**src/rtl/regfile_pkg.sv**
```systemverilog
// rtl/regfile_pkg.sv - shared register-file constants, stage state and requester ids
package regfile_pkg;

    localparam int REG_ADDR_W = 5;
    localparam int REG_DATA_W = 32;
    localparam int NUM_REGS   = 32;
    localparam int ZERO_REG   = 0;

    typedef enum logic {
        ST_EMPTY = 1'b0,
        ST_FULL  = 1'b1
    } stage_state_e;

    typedef enum logic [1:0] {
        REQ_WB   = 2'd0,
        REQ_LINK = 2'd1
    } req_id_e;

endpackage

```
**src/rtl/rr_arbiter.sv**
```systemverilog
// rtl/rr_arbiter.sv - combinational round-robin pick starting at ptr
// Ports:
//   req      in  N_REQ  request bits
//   ptr      in  ID_W   highest-priority requester this cycle
//   grant    out N_REQ  one-hot winner (all zero when no request)
//   grant_id out ID_W   encoded winner (zero when no request)
module rr_arbiter
    import regfile_pkg::*;
#(
    parameter int N_REQ = 2,
    parameter int ID_W  = $clog2(N_REQ)
) (
    input  logic [N_REQ-1:0] req,
    input  logic [ID_W-1:0]  ptr,
    output logic [N_REQ-1:0] grant,
    output logic [ID_W-1:0]  grant_id
);

    // One extra bit so ptr + offset never wraps before the modulo step.
    logic [ID_W:0]   pos;
    logic [ID_W-1:0] idx;
    logic            found;

    always_comb begin
        grant    = '0;
        grant_id = '0;
        found    = 1'b0;
        pos      = '0;
        idx      = '0;
        for (int k = 0; k < N_REQ; k++) begin
            pos = {1'b0, ptr} + (ID_W+1)'(k);
            if (pos >= (ID_W+1)'(N_REQ)) begin
                pos = pos - (ID_W+1)'(N_REQ);
            end
            idx = pos[ID_W-1:0];
            if (!found && req[idx]) begin
                found       = 1'b1;
                grant[idx]  = 1'b1;
                grant_id    = idx;
            end
        end
    end

endmodule

```
**src/rtl/regfile_wr_arbiter.sv**
```systemverilog
// rtl/regfile_wr_arbiter.sv - round-robin arbiter for the single register-file write port
// Ports:
//   clk, rst_n             clock, asynchronous active-low reset
//   req_valid/req_ready    per-requester handshake
//   req_addr/req_data      per-requester destination and data, slice i = requester i
//   wr_allow               control FSM permits a commit this cycle
//   wr_en/wr_addr/wr_data  register-file write port driven from the held entry
//   wr_sel                 one-hot write enable, never set for register 0
//   grant_id               owner of the held entry
//   query_addr/busy/data   hazard and bypass lookup against the held entry
module regfile_wr_arbiter
    import regfile_pkg::*;
#(
    parameter int N_REQ  = 2,
    parameter int DATA_W = REG_DATA_W,
    parameter int ADDR_W = REG_ADDR_W,
    localparam int ID_W  = $clog2(N_REQ),
    localparam int SEL_W = 2**ADDR_W
) (
    input  logic                    clk,
    input  logic                    rst_n,
    input  logic [N_REQ-1:0]        req_valid,
    output logic [N_REQ-1:0]        req_ready,
    input  logic [N_REQ*ADDR_W-1:0] req_addr,
    input  logic [N_REQ*DATA_W-1:0] req_data,
    input  logic                    wr_allow,
    output logic                    wr_en,
    output logic [ADDR_W-1:0]       wr_addr,
    output logic [DATA_W-1:0]       wr_data,
    output logic [SEL_W-1:0]        wr_sel,
    output logic [ID_W-1:0]         grant_id,
    input  logic [ADDR_W-1:0]       query_addr,
    output logic                    query_busy,
    output logic [DATA_W-1:0]       query_data
);

    stage_state_e      state_q, state_d;
    logic [ID_W-1:0]   ptr_q;
    logic [N_REQ-1:0]  arb_grant;
    logic [ID_W-1:0]   arb_id;
    logic              stage_full;
    logic              accept_open;
    logic              any_accept;
    logic              commit;
    logic              nonzero_dst;
    logic [ADDR_W-1:0] sel_addr;
    logic [DATA_W-1:0] sel_data;
    logic [ID_W-1:0]   ptr_next;

    rr_arbiter #(
        .N_REQ (N_REQ),
        .ID_W  (ID_W)
    ) u_rr_arbiter (
        .req      (req_valid),
        .ptr      (ptr_q),
        .grant    (arb_grant),
        .grant_id (arb_id)
    );

    assign stage_full  = (state_q == ST_FULL);
    assign commit      = stage_full & wr_allow;
    // The stage can take a new entry when empty, or when the current one
    // leaves this cycle; rst_n gates it so nothing handshakes during reset.
    assign accept_open = rst_n & (~stage_full | wr_allow);
    assign req_ready   = accept_open ? arb_grant : '0;
    assign any_accept  = |req_ready;

    // Grant is one-hot, so OR-ing masked slices is a clean mux.
    always_comb begin
        sel_addr = '0;
        sel_data = '0;
        for (int i = 0; i < N_REQ; i++) begin
            if (arb_grant[i]) begin
                sel_addr = sel_addr | req_addr[i*ADDR_W +: ADDR_W];
                sel_data = sel_data | req_data[i*DATA_W +: DATA_W];
            end
        end
    end

    assign ptr_next = (arb_id == ID_W'(N_REQ-1)) ? '0 : arb_id + ID_W'(1);

    always_comb begin
        state_d = state_q;
        case (state_q)
            ST_EMPTY: begin
                if (any_accept) begin
                    state_d = ST_FULL;
                end
            end
            ST_FULL: begin
                if (wr_allow && !any_accept) begin
                    state_d = ST_EMPTY;
                end
            end
            default: state_d = ST_EMPTY;
        endcase
    end

    always_ff @(posedge clk or negedge rst_n) begin
        if (!rst_n) begin
            state_q <= ST_EMPTY;
        end else begin
            state_q <= state_d;
        end
    end

    always_ff @(posedge clk or negedge rst_n) begin
        if (!rst_n) begin
            wr_addr  <= '0;
            wr_data  <= '0;
            grant_id <= '0;
            ptr_q    <= '0;
        end else if (any_accept) begin
            wr_addr  <= sel_addr;
            wr_data  <= sel_data;
            grant_id <= arb_id;
            ptr_q    <= ptr_next;
        end
    end

    assign nonzero_dst = (wr_addr != ADDR_W'(ZERO_REG));
    assign wr_en       = commit & nonzero_dst;

    always_comb begin
        wr_sel = '0;
        if (wr_en) begin
            wr_sel[wr_addr] = 1'b1;
        end
    end

    // Busy through the commit cycle itself: the register file only holds the
    // value from the next cycle on, so the bypass is still needed now.
    assign query_busy = stage_full & nonzero_dst & (wr_addr == query_addr);
    assign query_data = wr_data;

endmodule

```
**config.mk**
```make
export PLATFORM = sky130hd
export DESIGN_NAME = regfile_wr_arbiter
export DESIGN_NICKNAME = d
export VERILOG_FILES = /design/src/rtl/regfile_pkg.sv /design/src/rtl/rr_arbiter.sv /design/src/rtl/regfile_wr_arbiter.sv
export SDC_FILE = /design/constraint.sdc
export NUM_CORES = 1
export LEC_CHECK = 0
export ABC_CLOCK_PERIOD_IN_PS = 1300
export BUFFER_PORTS_ARGS = -buffer_cell sky130_fd_sc_hd__buf_2
export CORE_ASPECT_RATIO = 2
export CORE_MARGIN = 4
export CORE_UTILIZATION = 37
export CTS_CLUSTER_SIZE = 8
export DETAILED_ROUTE_END_ITERATION = 6
export GPL_TIMING_DRIVEN = 0
export PLACE_DENSITY = 0.82
export SLEW_MARGIN = 5
export SYNTH_ARGS = -nofsm -noshare
export SYNTH_HDL_FRONTEND = slang
export SYNTH_SLANG_ARGS = --single-unit
```
**constraint.sdc**
```tcl
create_clock -name clk -period 1.3 [get_ports clk]
set_input_delay 0.065 -clock clk [delete_from_list [all_inputs] [get_ports clk]]
set_output_delay 0.065 -clock clk [all_outputs]
set_load 0.005 [all_outputs]
```
==> summary.md, run 1 <==
## Global route
- 0 — number of antenna violations at the first check in global routing
- 0.2081 — GR Layer Usage met1
- 14,750 microns — first-pass GRT wire length
- 0 — GR Overflow Total
- 2,913 — vias in the first global route
- 0.4733 — met2 track demand over resource
- 45 — pin count of the biggest net entering global routing
- 0.2338 — All-Layer GR Usage
- 0.03700 — M3 GR Usage
- met2 — grt peak-use layer

## Logic synthesis
- 0.3972 — part of the Yosys area used for sequential elements
- 321 — number of nets produced by synthesis
- 0.3972 — fraction of synthesized cell area taken by the top area cell type
- sky130_fd_sc_hd__dfrtp_1 — largest area contributor in the netlist
- 0 — number of warnings printed during yosys synthesis
- 10.63 sq um — post-synthesis average cell area
- 237 — instance count of the mapped netlist
- 40 — Seq cells post-synth
- 0.002520 sq mm — post-synthesis instance area
- sky130_fd_sc_hd__dfrtp_1 40%, sky130_fd_sc_hd__a32o_1 15%, sky130_fd_sc_hd__mux2_2 13%, sky130_fd_sc_hd__buf_4 9.8%, sky130_fd_sc_hd__nor2_1 5.1% — cell types with the largest area share after synthesis
- 30 — Synth cell types

## Power
- 0.3167 — Net Sw Frac
- 1338 mW/mm^2 — power per unit of standard cell area
- 1875 uW — net switching component of the power
- 0.002363 uW — leakage power of the design
- 5921 uW — total power consumption of the routed design
- 0.476 — Gate power share
- 4046 uW — Internal
- 0.315 — Seq pwr share
- 0.7331 mV — worst supply voltage drop on vdd
- 0.209 — power share of the clock group

## Worst setup path
- simple AND/OR/NAND/NOR gates — Worst path top cell family by delay
- 1 — worst path bufs/invs
- reg -> out — Critical Setup Path Class
- flip-flop — Worst setup SP type
- 1.24 ns — Worst Path Required
- primary output — endpoint kind of the worst setup timing path
- 1.53 ns — data arrival time of the worst path
- 7 — largest fanout on the critical path
- 0.46 ns — delay contributed by the slowest stage of the critical path
- nand2_2 > or3_4 > nor2_1 > buf_2 — worst path cell trace
- sky130_fd_sc_hd__or3_4 — cell at the slowest stage of the critical path

## Min path
- in -> async — class of the tightest hold or removal check

## Finish
- 75.67% — area overhead of the layout relative to synthesis
- 0.004427 sq mm — cell area after layout
- 188 x sky130_fd_sc_hd__buf_2, 42 x sky130_fd_sc_hd__buf_4, 35 x sky130_fd_sc_hd__a32o_1 — commonest cells after routing, fill and taps aside
- 506 — number of inserted filler cells in the final layout
- 0 — ANT cells
- sky130_fd_sc_hd__buf_2 — most frequent standard cell in the layout excluding fill and tap cells
- 543 — fin nets
- 0.7565 — share of post-route cells with drive strength above 1

## Timing
- 0.003407 ns — worst-case clock skew
- 0 — Max Transition Viols Final
- 1.597 ns — minimum period implied by the final worst setup slack
- -0.2967 ns — Final WS setup
- -13.81 ns — sum of negative setup slack
- 40 — hold violation count in the final report
- -0.2258 ns — minimum hold slack
- 0.5774 ns — actual slew at the worst max-slew pin
- 0.6150 — Max-Slew Margin vs Limit
- 1.228 — period utilization
- 626.3 MHz — maximum clock frequency
- 73 — Final Setup Violations
- true — unrepaired setup endpoints after global routing

## Clock tree
- done — TritonCTS clock tree
- 40 — CTS sink cnt
- 0.06 ns — Reg clk slew, reported paths
- 2 — worst-case clock buffer depth
- 5 — number of CTS-inserted buffers
- 2 — H-tree lvl count
- sky130_fd_sc_hd__clkbuf_16 — cell at the root of the clock tree
- 0.28 ns — source-to-sink clock delay at the later pin of the worst-skew pair

## Route
- 19.28 microns — routed wire length per instance
- 4 — number of optimization iterations in the first detailed-route pass
- 5.286 — Via-to-Cell Ratio
- 0 — # DRC
- 170 — First DRT Iteration DRCs
- 2,897 — via count of the routed design
- 10,560 microns — wire length after detailed routing
- 0 — antenna-violating nets left

## Die
- 124.7 microns — die height
- 0.008275 sq mm — area of the die
- 190 — count of boundary I/O pins
- 0.006621 sq mm — CORE AREA
- 0.3806 — starting density of the core
- 66.36 microns — die extent in x
- 42 — row count

## Run status
- hold timing, setup timing — failing checks
- finished, violations left — outcome

## Flow run
- 0 — # Max-Cap Violations

## Placement
- 6865 microns — placed wire-length estimate after detailed placement
- 188 — input/output buffers
- 0.003640 sq mm — area after detailed placement
- 0.7903 — gp weighted congestion

## cell usage after synthesis
cell type	instances
sky130_fd_sc_hd__nor2_1	34
sky130_fd_sc_hd__o2bb2ai_1	1
sky130_fd_sc_hd__nor4_1	1
sky130_fd_sc_hd__dfrtp_1	40
sky130_fd_sc_hd__nand2_1	5
sky130_fd_sc_hd__nand3_1	2
sky130_fd_sc_hd__nand2b_2	1
sky130_fd_sc_hd__or3b_2	2
sky130_fd_sc_hd__clkbuf_1	11
sky130_fd_sc_hd__inv_1	1
sky130_fd_sc_hd__nand4b_1	2
sky130_fd_sc_hd__xnor2_1	3
sky130_fd_sc_hd__o22ai_1	1
sky130_fd_sc_hd__a32o_1	37
sky130_fd_sc_hd__mux2_2	29
sky130_fd_sc_hd__buf_2	5
sky130_fd_sc_hd__and3_1	1
sky130_fd_sc_hd__or3_1	2
sky130_fd_sc_hd__conb_1	1
sky130_fd_sc_hd__buf_1	1
sky130_fd_sc_hd__a21boi_1	1
sky130_fd_sc_hd__nand3b_1	3
sky130_fd_sc_hd__xor2_1	2
sky130_fd_sc_hd__mux2_1	8
sky130_fd_sc_hd__nand2b_1	1
sky130_fd_sc_hd__buf_4	33
sky130_fd_sc_hd__buf_6	5
sky130_fd_sc_hd__nand4_1	2
sky130_fd_sc_hd__nor3_1	1
sky130_fd_sc_hd__o211ai_2	1
## logic make-up after synthesis
logic type | synth area share
compound gates | 0.1609
other cells | 0.001488
buf+inv | 0.1499
mux | 0.1653
simple gates | 0.1077
flops | 0.3972
xor+xnor | 0.01738
## registers in the layout, indices dropped and copies added (netlist names)
signal and cells:
query_data 32, wr_addr 5, grant_id 1, ptr_q 1
stage_full 1
## final timing paths
path                            slack, ns  cells after the start                       start                         end
worst min register to register       0.53                      1  query_data[28]$_DFFE_PN0P_  query_data[28]$_DFFE_PN0P_
worst max register to register      -0.21                      5           ptr_q$_DFFE_PN0P_      wr_addr[0]$_DFFE_PN0P_
min in group clk                     0.13                      3                req_data[28]  query_data[28]$_DFFE_PN0P_
max in group asynchronous            1.09                      1                       rst_n      wr_addr[4]$_DFFE_PN0P_
worst max-delay path                -0.30                      4        stage_full$_DFF_PN0_                  wr_sel[12]
worst min-delay path                -0.23                      1                       rst_n   query_data[6]$_DFFE_PN0P_
## power by group through the flow
stage / combinational [uW] / sequential (uW) / clock [uW]
floorplan: 1270 / 1780 / 0
global placement: 2160 / 1790 / 0
detailed placement: 2210 / 1800 / 0
CTS: 2610 / 1850 / 1260
global route: 3010 / 1900 / 1330
finish: 2820 / 1870 / 1240
## layout make-up
| type | count | area (sq um) | share of cell area |
|---|---|---|---|
| plain buffers | 48 | 411.6 | 0.09299 |
| clock buffers | 8 | 146.4 | 0.03307 |
| repair buffers | 222 | 1393 | 0.3146 |
| well taps | 88 | 110.1 | 0.02487 |
| multi-input cells | 141 | 1354 | 0.3058 |
| flip-flops and latches | 40 | 1008 | 0.2278 |
| inverters | 1 | 3.754 | 0.0008479 |
## per-layer routing
layer,up-vias,part of all wire
met2,152,0.58
met5,-,0
met3,29,0.060
li1,1284,-
met1,1432,0.33
met4,0,0.035
## what timing repair did
| item | in CTS | in global routing |
|---|---|---|
| endpoints found under the setup margin | 74 | 73 |
| buffers inserted | 23 | 7 |
| cloned | 4 | 2 |
| pin swaps | 38 | 20 |
| gates resized for setup | 50 | 45 |
| endpoints found under the hold margin | 40 | 40 |
## through the flow
step	setup slack, ns	instances	util
after floorplan	-0.05691	237	-
after global placement	-0.5914	513	0.5497
after detailed placement	-0.6227	513	0.5497
after CTS	-0.2541	542	0.6376
after global routing	-0.3451	548	0.6686
final	-0.2967	548	0.6686
No activity file was read; power rests on OpenSTA's default activity.
==> run 2: changes to the inputs <==
--- a/config.mk
+++ b/config.mk
@@ -7,9 +7,11 @@
 export LEC_CHECK = 0
 export ABC_CLOCK_PERIOD_IN_PS = 1300
 export BUFFER_PORTS_ARGS = -buffer_cell sky130_fd_sc_hd__buf_2
+export CELL_PAD_IN_SITES_DETAIL_PLACEMENT = 1
+export CELL_PAD_IN_SITES_GLOBAL_PLACEMENT = 1
 export CORE_ASPECT_RATIO = 2
 export CORE_MARGIN = 4
-export CORE_UTILIZATION = 37
+export CORE_UTILIZATION = 26
 export CTS_CLUSTER_SIZE = 8
 export DETAILED_ROUTE_END_ITERATION = 6
 export GPL_TIMING_DRIVEN = 0
==> summary.md, run 2 (synthesis gave the netlist of run 1 again) <==
## Run status
- finished, violations left — outcome
- hold timing, setup timing — failing checks

## Global route
- 45 — pin count of the biggest net entering global routing
- 16,040 microns — first-pass GRT wire length
- 0.1766 — All-Layer GR Usage
- 0 — number of antenna violations at the first check in global routing
- 0 — GR Overflow Total
- 3,098 — vias in the first global route

## Die
- 0.2668 — starting density of the core
- 50 — row count
- 77.62 microns — die extent in x
- 147.2 microns — die height
- 190 — count of boundary I/O pins
- 0.009447 sq mm — CORE AREA
- 0.01143 sq mm — area of the die

## Worst setup path
- reg -> out — Critical Setup Path Class
- 6 — largest fanout on the critical path
- -0.23 ns — setup slack on the worst flop-to-flop path
- query_data[6]$_DFFE_PN0P_ — endpoint of the most critical register-to-register path
- 1.55 ns — data arrival time of the worst path
- 5 — Worst Reg2Reg Path Length in Cells
- flip-flop — Worst setup SP type
- 1.24 ns — Worst Path Required
- ptr_q$_DFFE_PN0P_ — worst reg2reg startpoint
- primary output — endpoint kind of the worst setup timing path

## Finish
- 0.004340 sq mm — cell area after layout
- 1,103 — number of inserted filler cells in the final layout
- 585 — count of non-filler cells in the finished layout
- 538 — fin nets
- 0.001008 sq mm — sequential standard cell area
- 0.7714 — share of post-route cells with drive strength above 1
- 72.24% — area overhead of the layout relative to synthesis
- 0.4595 — Util after Layout
- 0 — ANT cells
- sky130_fd_sc_hd__buf_2 — most frequent standard cell in the layout excluding fill and tap cells
- 32 — number of flip-flops in the largest register
- 187 x sky130_fd_sc_hd__buf_2, 50 x sky130_fd_sc_hd__buf_4, 36 x sky130_fd_sc_hd__a32o_1 — commonest cells after routing, fill and taps aside
- 0.001349 sq mm — area occupied by multi-input gates

## Placement
- 7924 microns — placed wire-length estimate after detailed placement
- 188 — input/output buffers
- 555 — placed cells
- 0.003692 sq mm — area after detailed placement
- 0.7870 — gp weighted congestion

## Min path
- in -> async — class of the tightest hold or removal check

## Power
- 0.002284 uW — leakage power of the design
- 5811 uW — total power consumption of the routed design
- 0.8830 mV — worst supply voltage drop on vdd
- 1339 mW/mm^2 — power per unit of standard cell area

## Route
- 0 — # DRC
- 2,786 — via count of the routed design
- 0 — antenna-violating nets left
- 18.35 microns — routed wire length per instance
- 4.762 — Via-to-Cell Ratio
- 81 — First DRT Iteration DRCs
- 4 — number of optimization iterations in the first detailed-route pass
- 10,730 microns — wire length after detailed routing

## Timing
- 40 — hold violation count in the final report
- -0.2115 ns — minimum hold slack
- -12.11 ns — sum of negative setup slack
- 0.6039 — Max-Slew Margin vs Limit
- 1.245 — period utilization
- 72 — Final Setup Violations
- 0.006894 ns — worst-case clock skew
- -0.3179 ns — Final WS setup
- 0 — Max Transition Viols Final
- 1.618 ns — minimum period implied by the final worst setup slack
- 0.5941 ns — actual slew at the worst max-slew pin
- true — unrepaired setup endpoints after global routing
- 618.1 MHz — maximum clock frequency

## Clock tree
- 2 — worst-case clock buffer depth
- 5 — number of CTS-inserted buffers
- 40 — CTS sink cnt
- sky130_fd_sc_hd__clkbuf_16 — cell at the root of the clock tree
- 0.06 ns — Reg clk slew, reported paths
- 0.28 ns — source-to-sink clock delay at the later pin of the worst-skew pair
- 2 — H-tree lvl count
- done — TritonCTS clock tree

## Flow run
- 0 — # Max-Cap Violations

[run 2: worst max-delay path, cell delays in order, from the launching register on]
cell and delay, ns:
sky130_fd_sc_hd__dfrtp_2 0.45, sky130_fd_sc_hd__buf_4 0.15, sky130_fd_sc_hd__xnor2_2 0.14, sky130_fd_sc_hd__nand4_1 0.16
sky130_fd_sc_hd__nor4_2 0.21, sky130_fd_sc_hd__buf_2 0.17
[run 2: layout make-up]
cell class,count,share of cell area
plain buffers,48,0.09484
clock buffers,6,0.03200
clock inverters,2,0.002306
inverters,1,0.0008648
multi-input cells,141,0.3108
flip-flops and latches,40,0.2323
well taps,130,0.03747
repair buffers,217,0.2894
[run 2: routing by layer]
layer  vias to the layer above  global-route usage  wire length [microns]  share of wire
met5                         -                   0                      0              0
li1                       1269                   -                      -              -
met4                         0             0.05971                    226          0.021
met3                        16             0.03804                    579          0.054
met2                       114              0.3664                   6380           0.59
met1                      1387              0.1590                   3546           0.33
[run 2: repair_timing]
item,CTS,global route
setup buffers,17,11
hold endpoints to repair,40,40
setup endpoints to repair,74,73
pin swaps,31,18
resized for setup,38,42
cloned,1,3
[run 2: how the worst max path moves through the flow]
stage / startpoint / end / slack, ns / cells after the start
finish: wr_addr[3]$_DFFE_PN0P_ / query_busy / -0.32 / 5
global route: wr_addr[3]$_DFFE_PN0P_ / query_busy / -0.38 / 5
global placement: rst_n / wr_addr[0]$_DFFE_PN0P_ / -0.61 / 5
floorplan: ptr_q$_DFFE_PN0P_ / query_data[10]$_DFFE_PN0P_ / -0.06 / 5
CTS: wr_addr[2]$_DFFE_PN0P_ / query_busy / -0.26 / 4
detailed placement: rst_n / wr_addr[0]$_DFFE_PN0P_ / -0.66 / 5
[run 2: power by group]
group | switching [uW] | total, uW | leakage [uW] | internal (uW)
sequential | 304 | 1860 | 0.000490 | 1550
clock | 488 | 1240 | 0.0000766 | 757
combinational | 1070 | 2710 | 0.00172 | 1640
[run 2: metrics by stage]
stage          setup WS (ns)  hold slack [ns]
3_3_place_gp         -0.6128           0.2856
5_1_grt              -0.3792          -0.1655
2_1_floorplan       -0.05691          -0.2306
4_1_cts              -0.2607          -0.1973
6_report             -0.3179          -0.2115
3_5_place_dp         -0.6638           0.3016
==> run 3: changes to the inputs <==
--- a/config.mk
+++ b/config.mk
@@ -5,17 +5,18 @@
 export SDC_FILE = /design/constraint.sdc
 export NUM_CORES = 1
 export LEC_CHECK = 0
+export ABC_AREA = 1
 export ABC_CLOCK_PERIOD_IN_PS = 1300
 export BUFFER_PORTS_ARGS = -buffer_cell sky130_fd_sc_hd__buf_2
 export CELL_PAD_IN_SITES_DETAIL_PLACEMENT = 1
 export CELL_PAD_IN_SITES_GLOBAL_PLACEMENT = 1
 export CORE_ASPECT_RATIO = 2
 export CORE_MARGIN = 4
-export CORE_UTILIZATION = 26
+export CORE_UTILIZATION = 24
 export CTS_CLUSTER_SIZE = 8
 export DETAILED_ROUTE_END_ITERATION = 6
 export GPL_TIMING_DRIVEN = 0
-export PLACE_DENSITY = 0.82
+export PLACE_DENSITY = 0.8
 export SLEW_MARGIN = 5
 export SYNTH_ARGS = -nofsm -noshare
 export SYNTH_HDL_FRONTEND = slang
==> summary.md, run 3 <==
## Run status
- finished, violations left — outcome
- hold timing, setup timing — failing checks

## Timing
- -0.3980 ns — Final WS setup
- 73 — Final Setup Violations
- 1.698 ns — minimum period implied by the final worst setup slack
- 40 — hold violation count in the final report
- 588.9 MHz — maximum clock frequency
- -15.81 ns — sum of negative setup slack
- 1.306 — period utilization
- 0.5689 ns — actual slew at the worst max-slew pin
- 0.6208 — Max-Slew Margin vs Limit
- 0 — Max Transition Viols Final
- 0.008986 ns — worst-case clock skew
- true — unrepaired setup endpoints after global routing
- -0.2239 ns — minimum hold slack

## Die
- 160.9 microns — die height
- 84.45 microns — die extent in x
- 0.2471 — starting density of the core
- 55 — row count
- 0.01359 sq mm — area of the die
- 190 — count of boundary I/O pins
- 0.01135 sq mm — CORE AREA

## Worst setup path
- primary output — endpoint kind of the worst setup timing path
- 1.63 ns — data arrival time of the worst path
- stage_full$_DFF_PN0_ — worst reg2reg startpoint
- flip-flop — Worst setup SP type
- 4 — largest fanout on the critical path
- -0.14 ns — setup slack on the worst flop-to-flop path
- sky130_fd_sc_hd__dfrtp_1 — cell at the slowest stage of the critical path
- wr_addr[3]$_DFFE_PN0P_ — endpoint of the most critical register-to-register path
- 10 — Worst Reg2Reg Path Length in Cells
- 4 — worst path bufs/invs
- sky130_fd_sc_hd__buf_6 — dominant cell type by count on the critical path
- 0.36 ns — delay contributed by the slowest stage of the critical path
- 1.24 ns — Worst Path Required
- buf_6 > clkinvlp_4 > buf_6 > nor3_4 > nand2_1 > nor2_1 > buf_2 — worst path cell trace
- buffers and inverters — Worst path top cell family by delay
- reg -> out — Critical Setup Path Class

## Route
- 16.86 microns — routed wire length per instance
- 0 — # DRC
- 111 — First DRT Iteration DRCs
- 0 — antenna-violating nets left
- 4.551 — Via-to-Cell Ratio
- 3,764 — via count of the routed design
- 4 — number of optimization iterations in the first detailed-route pass
- 13,950 microns — wire length after detailed routing

## Clock tree
- 2 — worst-case clock buffer depth
- done — TritonCTS clock tree
- 0.06 ns — Reg clk slew, reported paths
- 40 — CTS sink cnt
- 0.28 ns — source-to-sink clock delay at the later pin of the worst-skew pair
- sky130_fd_sc_hd__clkbuf_16 — cell at the root of the clock tree
- 2 — H-tree lvl count
- 5 — number of CTS-inserted buffers

## Finish
- sky130_fd_sc_hd__buf_2 — most frequent standard cell in the layout excluding fill and tap cells
- 0.6076 — share of post-route cells with drive strength above 1
- 87.82% — area overhead of the layout relative to synthesis
- 827 — count of non-filler cells in the finished layout
- 766 — fin nets
- 0.005269 sq mm — cell area after layout
- 185 x sky130_fd_sc_hd__buf_2, 183 x sky130_fd_sc_hd__nand2_1, 55 x sky130_fd_sc_hd__buf_4 — commonest cells after routing, fill and taps aside
- 0.4640 — Util after Layout
- 32 — number of flip-flops in the largest register

## Min path
- in -> async — class of the tightest hold or removal check

## Logic synthesis
- sky130_fd_sc_hd__dfrtp_1 36%, sky130_fd_sc_hd__nand2_1 32%, sky130_fd_sc_hd__buf_4 10%, sky130_fd_sc_hd__nand3_1 6.8%, sky130_fd_sc_hd__nor2_1 5.0% — cell types with the largest area share after synthesis
- sky130_fd_sc_hd__dfrtp_1 — largest area contributor in the netlist
- 1.000 — share of flip-flops with an asynchronous set or reset after synthesis
- 40 — Seq cells post-synth
- 0.002805 sq mm — post-synthesis instance area
- sky130_fd_sc_hd__nand2_1 — dominant cell by count in the synthesized netlist
- 239 x sky130_fd_sc_hd__nand2_1, 40 x sky130_fd_sc_hd__dfrtp_1, 39 x sky130_fd_sc_hd__buf_4 — leading cell types by count after synthesis
- 0.3568 — part of the Yosys area used for sequential elements
- 0 — number of warnings printed during yosys synthesis
- 446 — instance count of the mapped netlist
- 6.290 sq um — post-synthesis average cell area
- 17 — Synth cell types
- 530 — number of nets produced by synthesis
- sky130_fd_sc_hd__dfrtp_1 — leading register cell type out of synthesis
- 0.3568 — fraction of synthesized cell area taken by the top area cell type
- 0 — number of flops mapped to enable cells by yosys

## Placement
- 9844 microns — placed wire-length estimate after detailed placement
- 0.003924 sq mm — area after detailed placement
- 776 — placed cells
- 0.8879 — gp weighted congestion
- 188 — input/output buffers

## Global route
- 0 — GR Overflow Total
- 2 — number of antenna violations at the first check in global routing
- 42 — pin count of the biggest net entering global routing
- 0.1951 — All-Layer GR Usage
- 21,120 microns — first-pass GRT wire length
- 4,222 — vias in the first global route

## Flow run
- 0 — # Max-Cap Violations

## Power
- 0.003049 uW — leakage power of the design
- 0.7553 mV — worst supply voltage drop on vdd
- 1621 mW/mm^2 — power per unit of standard cell area

## run 3: cell types whose count changed in the layout (fill, tap and decap cells not counted), sizes merged, moves of 3 or more
cell | before | now
nand2 | 5 | 241
a32o | 37 | 0
mux2 | 37 | 0
nand3 | 2 | 38
buf | 259 | 283
inv | 1 | 18
nor3 | 1 | 8
nor2 | 34 | 38
clkbuf | 12 | 9
## run 3: cell type report
| type | count | area [sq um] |
|---|---|---|
| antenna | 2 | 5.005 |
| buffer | 54 | 489.2 |
| inverter | 20 | 98.84 |
| clock buffer | 7 | 132.6 |
| fill | 1474 | 6086 |
| multi-input combinational | 330 | 1852 |
| tap | 142 | 177.7 |
| timing repair buffer | 231 | 1499 |
| sequential | 40 | 1006 |
| clock inverter | 1 | 8.758 |
## run 3: kinds of logic (layout without fill, tap and decap cells)
kind of cell	Yosys count	in the layout	share of synthesized area
flops	40	40	0.3568
xor+xnor	1	1	0.003123
buf+inv	76	313	0.1615
other cells	1	3	0.001337
simple gates	327	327	0.4755
compound gates	1	1	0.001782
## run 3: worst max-delay path by stage
| stage | from | endpoint | depth (start not counted) |
|---|---|---|---|
| floorplan | wr_addr[2]$_DFFE_PN0P_ | wr_sel[10] | 6 |
| global placement | rst_n | wr_addr[2]$_DFFE_PN0P_ | 8 |
| detailed placement | rst_n | wr_addr[4]$_DFFE_PN0P_ | 8 |
| CTS | wr_addr[2]$_DFFE_PN0P_ | wr_sel[7] | 6 |
| global route | wr_addr[2]$_DFFE_PN0P_ | wr_sel[14] | 7 |
| finish | wr_addr[2]$_DFFE_PN0P_ | wr_sel[5] | 7 |
## run 3: timing repair
item                                    4_1_cts  5_1_grt
hold endpoints to repair                     40       40
pin swaps                                    41       40
cloned                                       10        0
endpoints found under the setup margin       75       75
buffers inserted                             32        4
gates resized for setup                     153       70
## run 3: metal layers
metal / global-route usage / wire length, microns
met1: 0.1743 / 4344
met4: 0.08285 / 294
met2: 0.4133 / 8780
met5: 0 / 0
met3: 0.02361 / 528
## run 3: power by group
group | switching [uW] | internal [uW] | total (uW)
combinational | 2540 | 2590 | 5130
sequential | 496 | 1700 | 2200
clock | 497 | 717 | 1210
total | 3540 | 5000 | 8540
## run 3: per-stage QoR
stage                     total power [uW]  worst slack [ns]
after floorplan                       3980           0.05781
after global placement                5421           -0.6963
after detailed placement              5578           -0.8227
after CTS                             8207           -0.3447
after global routing                  9147           -0.4853
final                                 8542           -0.3980
